==> src/rtl/mac_tx_pkt_gen.sv <==
// mac_tx_pkt_gen: parametrised frame generator for the MAC user transmit interface (clk_user domain).
// Optional build macro PKT_GEN_SEQ_EN: the first 4 payload bytes of each frame carry the run frame index.
module mac_tx_pkt_gen #(
  parameter int DATA_W  = 32,
  parameter int BE_W    = $clog2(DATA_W/8),
  parameter int LEN_W   = 11,
  parameter int MIN_LEN = 64,
  parameter int MAX_LEN = 1514,
  parameter int IFG_CYC = 4
) (
  input  logic              clk_user,
  input  logic              reset_n,
  input  logic              start,
  input  logic              stop,
  input  logic [15:0]       frame_cnt,
  input  logic [1:0]        len_mode,
  input  logic [LEN_W-1:0]  fix_len,
  input  logic              pat_sel,
  input  logic              tx_mac_wa,
  output logic              tx_mac_wr,
  output logic [DATA_W-1:0] tx_mac_data,
  output logic [BE_W-1:0]   tx_mac_be,
  output logic              tx_mac_sop,
  output logic              tx_mac_eop,
  output logic              busy,
  output logic              done,
  output logic [31:0]       frames_sent,
  output logic [31:0]       bytes_sent
);
  localparam int NB = DATA_W / 8;
  localparam int GC_W = IFG_CYC > 1 ? $clog2(IFG_CYC) : 1;
  localparam logic [31:0] SEED = 32'hACE1_2468;
  localparam logic [31:0] RANGE = 32'(MAX_LEN - MIN_LEN + 1);

  typedef enum logic [2:0] {IDLE, LOAD, SEND, GAP, FIN} state_t;

  function automatic logic [31:0] lfsr_step(input logic [31:0] s);
    return {s[30:0], s[31] ^ s[21] ^ s[1] ^ s[0]};
  endfunction

  state_t             state_q, state_d;
  logic [LEN_W-1:0]   len_q, len_d, words_q, words_d, widx_q, widx_d;
  logic [31:0]        lfsr_len_q, lfsr_len_d, lfsr_pat_q, lfsr_pat_d, fidx_q, fidx_d;
  logic               first_q, first_d, stop_q, stop_d;
  logic [GC_W-1:0]    gap_q, gap_d;
  logic               wr_q, wr_d, sop_q, sop_d, eop_q, eop_d, busy_q, busy_d, done_q, done_d;
  logic [DATA_W-1:0]  data_q, data_d;
  logic [BE_W-1:0]    be_q, be_d;
  logic [31:0]        frames_q, frames_d, bytes_q, bytes_d;

  logic [31:0]        raw_len, len_clamp;
  logic [LEN_W-1:0]   len_n, words_n, cur_len, cur_words;
  logic [DATA_W-1:0]  word, pat1;
  logic [31:0]        bk;
  logic [7:0]         bv;
  logic               last, emit;
  logic [32:0]        bsum;

  // Frame length for the next frame (clamped) and the length/word count of the frame being emitted.
  always_comb begin
    raw_len   = len_mode == 2'd2 ? 32'(MIN_LEN) + lfsr_len_q % RANGE :
                (len_mode == 2'd1 && !first_q) ? (32'(len_q) >= 32'(MAX_LEN) ? 32'(MIN_LEN) : 32'(len_q) + 32'd1) :
                32'(fix_len);
    len_clamp = raw_len < 32'(MIN_LEN) ? 32'(MIN_LEN) : raw_len > 32'(MAX_LEN) ? 32'(MAX_LEN) : raw_len;
    len_n     = LEN_W'(len_clamp);
    words_n   = LEN_W'((len_clamp + 32'(NB - 1)) / 32'(NB));
    cur_len   = state_q == LOAD ? len_n : len_q;
    cur_words = state_q == LOAD ? words_n : words_q;
  end

  // Payload word builder: byte 0 in the MSBs, bytes past the frame end forced to zero.
  always_comb begin
    pat1 = '0;
    word = '0;
    bk   = '0;
    bv   = '0;
    for (int i = 0; i < DATA_W; i++) pat1[DATA_W-1-i] = lfsr_pat_q[31 - (i % 32)];
    for (int j = 0; j < NB; j++) begin
      bk = 32'(widx_q) * 32'(NB) + 32'(j);
      bv = pat_sel ? pat1[DATA_W-1-8*j -: 8] : fidx_q[7:0] + bk[7:0];
`ifdef PKT_GEN_SEQ_EN
      bv = bk < 32'd4 ? 8'(fidx_q >> (5'd24 - {bk[1:0], 3'b000})) : bv;
`endif
      bv = bk >= 32'(cur_len) ? 8'h00 : bv;
      word[DATA_W-1-8*j -: 8] = bv;
    end
    last = LEN_W'(widx_q + 1'b1) == cur_words;
    emit = tx_mac_wa && (state_q == LOAD || state_q == SEND);
    bsum = 33'(bytes_q) + 33'(cur_len);
  end

  // Next-state, word emission and statistics.
  always_comb begin
    state_d    = state_q;
    len_d      = len_q;
    words_d    = words_q;
    widx_d     = widx_q;
    lfsr_len_d = lfsr_len_q;
    lfsr_pat_d = lfsr_pat_q;
    fidx_d     = fidx_q;
    first_d    = first_q;
    stop_d     = stop_q | stop;
    gap_d      = gap_q;
    wr_d       = 1'b0;
    data_d     = data_q;
    be_d       = be_q;
    sop_d      = sop_q;
    eop_d      = eop_q;
    frames_d   = frames_q;
    bytes_d    = bytes_q;
    case (state_q)
      IDLE: begin
        stop_d = 1'b0;
        if (start) begin
          state_d  = LOAD;
          first_d  = 1'b1;
          fidx_d   = '0;
          frames_d = '0;
          bytes_d  = '0;
        end
      end
      LOAD: begin
        state_d    = SEND;
        len_d      = len_n;
        words_d    = words_n;
        widx_d     = '0;
        first_d    = 1'b0;
        lfsr_len_d = lfsr_step(lfsr_len_q);
      end
      SEND: ;
      GAP: begin
        gap_d = gap_q + 1'b1;
        if (gap_q == GC_W'(IFG_CYC - 1))
          state_d = (stop_q || stop || (frame_cnt != 16'd0 && frames_q == {16'h0, frame_cnt})) ? FIN : LOAD;
      end
      FIN: begin
        state_d = IDLE;
        stop_d  = 1'b0;
      end
      default: state_d = IDLE;
    endcase
    if (emit) begin
      wr_d       = 1'b1;
      data_d     = word;
      sop_d      = widx_q == '0;
      eop_d      = last;
      be_d       = last ? BE_W'(cur_len % LEN_W'(NB)) : '0;
      lfsr_pat_d = pat_sel ? lfsr_step(lfsr_pat_q) : lfsr_pat_q;
      widx_d     = last ? '0 : LEN_W'(widx_q + 1'b1);
      if (last) begin
        state_d  = GAP;
        gap_d    = '0;
        fidx_d   = fidx_q + 32'd1;
        frames_d = &frames_q ? frames_q : frames_q + 32'd1;
        bytes_d  = bsum[32] ? '1 : bsum[31:0];
      end
    end
    busy_d = state_d == LOAD || state_d == SEND || state_d == GAP;
    done_d = state_d == FIN;
  end

  // State and output registers; reset aborts any frame in flight.
  always_ff @(posedge clk_user or negedge reset_n) begin
    if (!reset_n) begin
      state_q    <= IDLE;
      len_q      <= LEN_W'(MIN_LEN);
      words_q    <= '0;
      widx_q     <= '0;
      lfsr_len_q <= SEED;
      lfsr_pat_q <= SEED;
      fidx_q     <= '0;
      first_q    <= 1'b0;
      stop_q     <= 1'b0;
      gap_q      <= '0;
      wr_q       <= 1'b0;
      data_q     <= '0;
      be_q       <= '0;
      sop_q      <= 1'b0;
      eop_q      <= 1'b0;
      busy_q     <= 1'b0;
      done_q     <= 1'b0;
      frames_q   <= '0;
      bytes_q    <= '0;
    end else begin
      state_q    <= state_d;
      len_q      <= len_d;
      words_q    <= words_d;
      widx_q     <= widx_d;
      lfsr_len_q <= lfsr_len_d;
      lfsr_pat_q <= lfsr_pat_d;
      fidx_q     <= fidx_d;
      first_q    <= first_d;
      stop_q     <= stop_d;
      gap_q      <= gap_d;
      wr_q       <= wr_d;
      data_q     <= data_d;
      be_q       <= be_d;
      sop_q      <= sop_d;
      eop_q      <= eop_d;
      busy_q     <= busy_d;
      done_q     <= done_d;
      frames_q   <= frames_d;
      bytes_q    <= bytes_d;
    end
  end

  assign tx_mac_wr   = wr_q;
  assign tx_mac_data = data_q;
  assign tx_mac_be   = be_q;
  assign tx_mac_sop  = sop_q;
  assign tx_mac_eop  = eop_q;
  assign busy        = busy_q;
  assign done        = done_q;
  assign frames_sent = frames_q;
  assign bytes_sent  = bytes_q;
endmodule
==> config.mk <==
export PLATFORM = sky130hd
export DESIGN_NAME = mac_tx_pkt_gen
export DESIGN_NICKNAME = d
export VERILOG_FILES = /design/src/rtl/mac_tx_pkt_gen.sv
export SDC_FILE = /design/constraint.sdc
export NUM_CORES = 1
export LEC_CHECK = 0
export CAP_MARGIN = 20
export CORE_MARGIN = 4
export CORE_UTILIZATION = 64
export CTS_BUF_LIST = sky130_fd_sc_hd__clkbuf_4
export DETAILED_ROUTE_END_ITERATION = 7
export PLACE_DENSITY = 0.92
export SLEW_MARGIN = 15
export SYNTH_ARGS = -nofsm -noshare
export SYNTH_HDL_FRONTEND = slang
export SYNTH_SLANG_ARGS = --single-unit
==> constraint.sdc <==
create_clock -name clk_user -period 29.7 [get_ports clk_user]
set_input_delay 5.94 -clock clk_user [delete_from_list [all_inputs] [get_ports clk_user]]
set_output_delay 5.94 -clock clk_user [all_outputs]
set_load 0.02 [all_outputs]
==> results_dict.tcl <==
set metrics [dict create \
    slowest_stage "dfstp_4" \
    required_ps 30270 \
    async_reset_ff_frac 1.00 \
    rows 71 \
    die-area_um2 41900 \
    vias 27200 \
    r2r-end "bytes_sent[24]" \
    tritoncts "built" \
    p_per_area_nw_per_um2 34.0 \
    drc 0 \
    ys_types 140 \
    finClkSkew_ps 73.3 \
    ys_seq_area_frac 0.219 \
    dr.first_iter.drc_count 3235 \
    p_leak_nw 10.9 \
    cts.path.max_buffers 3 \
    fin_crit_sh 0.952 \
    hold-path-endpoint "stop_q" \
    avgRoutedWirePerCell_um 19.5 \
    pin_count 138 \
    critPathLaunchType "register" \
    crit_type "reg -> reg" \
    crit_family "compound AO/OA/AOI/OAI gates" \
    antenna_found_initial 2 \
    initial_utilization 0.652 \
    holdPathStages 2 \
    arrival_ps 28830 \
    ys.flop_type "dfrtp_1" \
    drive_gt1_frac 0.138 \
    overflow 0 \
    max_slew.worst_pin.slew_ps 1060 \
    syn_inst 3264 \
    first_global_vias 25500 \
    cpMostUsedCell "a21oi_1" \
    avgViaCountPerCell 6.98 \
    final_core_util 0.734 \
    die_w_um 205 \
    avgSynthCellArea_um2 7.58 \
    gp_congestion 0.970 \
    cts_hold_buf 0 \
    dp_hpwl_um 53600 \
    period_needed_ps 28260 \
    path_clk_slew_ps 60 \
    place.port_buffers 137 \
    synth_area_um2 24700 \
    cp_max_fo 21 \
    ys_ff_latch 215 \
    min_from "stop_q" \
    cts_sinks 215 \
    max-vdd-ir-drop_mv 0.0599 \
    status "finished, final reports clean" \
    yosys_warnings 0 \
    p_total_uw 946 \
    r2r_start "lfsr_len_q[31]" \
    slew_headroom 0.287 \
    critPathCaptureType "register" \
    reg2reg_setup_slack_ps 1440 \
    cpPeakStageDelay_ps 730 \
    synth.net_count 3341 \
    core_um2 37900 \
    grt_use_total 0.341 \
    setup_tns_ps 0 \
    synth_edf_count 0 \
    hp-class "reg -> reg" \
    fp.dieH_um 205 \
    fmaxAchievable_mhz 35.4 \
    drv_slew 0 \
    finalSetupViolations 0 \
    ant_nets 0 \
    grt_max_degree 134 \
    worst_hold_slack_ps 481 \
    fin_nets 3430 \
    clock_latency_ps 750 \
    grt_first_pass_wirelength_um 124000 \
    worstRegToRegCells 111 \
    hold_viol 0 \
    cts_max_level 2 \
    area_growth_pct 12.5 \
    cp_num_buf_inv 8 \
    drt_wl_total_um 76200 \
    cts_buffers 52 \
    layout_common_cells "nand2_1 (356), nor2_1 (251), a21oi_1 (245)" \
    drtPass1Iterations 8 \
    cap_viol_max_count 0 \
    root_buffer "clkbuf_4" \
    layout_commonest_cell "nand2_1" \
]
==> logic make-up after synthesis <==
family                   after synthesis  synth area share
AND/OR/NAND/NOR                     1219             0.246
AO/OA/AOI/OAI                       1180             0.337
buffers and inverters                280            0.0472
XOR/XNOR                             216            0.0786
flip-flops                           215             0.219
multiplexers                         102            0.0462
adder cells (fa/ha/maj)               52            0.0262
==> worst min-delay path, cell delays in order (launching register included) <==
cell and delay, ps:
dfrtp_1 320, nor2_1 50, nor2_1 70
==> area by class of cell <==
cell class,count,area [um^2]
antenna,1,2.50
clock buffer,75,563
clock inverter,18,119
fill,2880,10100
inverter,97,364
multi-input combinational,2769,18700
sequential,215,5420
tap,511,639
timing repair buffer,218,2010
==> how the worst max path moves through the flow <==
stage,slack (ps),depth (start not counted),startpoint,to
floorplan,4390,118,lfsr_len_q[21],bytes_sent[21]
global placement,760,110,lfsr_len_q[29],bytes_sent[27]
detailed placement,-610,110,lfsr_len_q[29],bytes_sent[19]
CTS,20,110,lfsr_len_q[29],bytes_sent[24]
global route,-160,113,lfsr_len_q[29],bytes_sent[24]
finish,1440,111,lfsr_len_q[31],bytes_sent[24]
==> registers in the layout (all words and copies together), names as in the netlist, 2 cells and up <==
signal,count
bytes_sent,32
fidx_q,8
frames_sent,32
gap_q,2
len_q,11
lfsr_len_q,32
lfsr_pat_q,32
state_q,3
tx_mac_be,2
tx_mac_data,32
widx_q,11
words_q,11
==> routing by layer <==
metal	up-vias	wire, um	track usage	part of all wire
met1	12900	31100	0.452	0.41
met5	-	19	0	0.00025
li1	12500	-	-	-
met4	2	2810	0.125	0.037
met2	1553	36100	0.567	0.47
met3	279	6170	0.0513	0.081
==> timing repair <==
action,CTS,global route
gates resized for setup,6,92
pin swaps,0,15
setup endpoints to repair,32,122
buffers inserted,0,18
cloned,0,0
==> stage by stage <==
step / cell area (um^2) / worst slack, ps / instances
6_report: 27800 / 1440 / 3904
5_1_grt: 27800 / -162 / 3904
4_1_cts: 27200 / 24.4 / 3884
3_5_place_dp: 26400 / -611 / 3791
3_3_place_gp: 26400 / 760 / 3791
2_1_floorplan: 24700 / 4390 / 3264
==> power breakdown <==
| group | switching (mW) | leakage [nW] | internal (mW) |
|---|---|---|---|
| combinational | 0.208 | 7.71 | 0.124 |
| sequential | 0.0340 | 2.83 | 0.326 |
| clock | 0.128 | 0.401 | 0.126 |
| total | 0.370 | 10.9 | 0.577 |
==> synthesized netlist by cell type (all sizes together) (39+ instances only) <==
cell type | n | area (um^2)
a211oi | 52 | 450
a21o | 42 | 323
a21oi | 259 | 1330
a31oi | 48 | 334
and2 | 48 | 300
and3 | 65 | 407
buf | 73 | 390
clkbuf | 110 | 413
dfrtp | 188 | 4700
ha | 39 | 488
inv | 89 | 334
mux2 | 49 | 556
mux2i | 52 | 566
nand2 | 367 | 1390
nand3 | 104 | 526
nor2 | 261 | 1000
nor3 | 113 | 601
nor4 | 41 | 309
o211ai | 42 | 344
o21ai | 294 | 1510
o31ai | 41 | 342
xnor2 | 137 | 1230
xor2 | 79 | 714
Power figures use the tool's default switching activity.
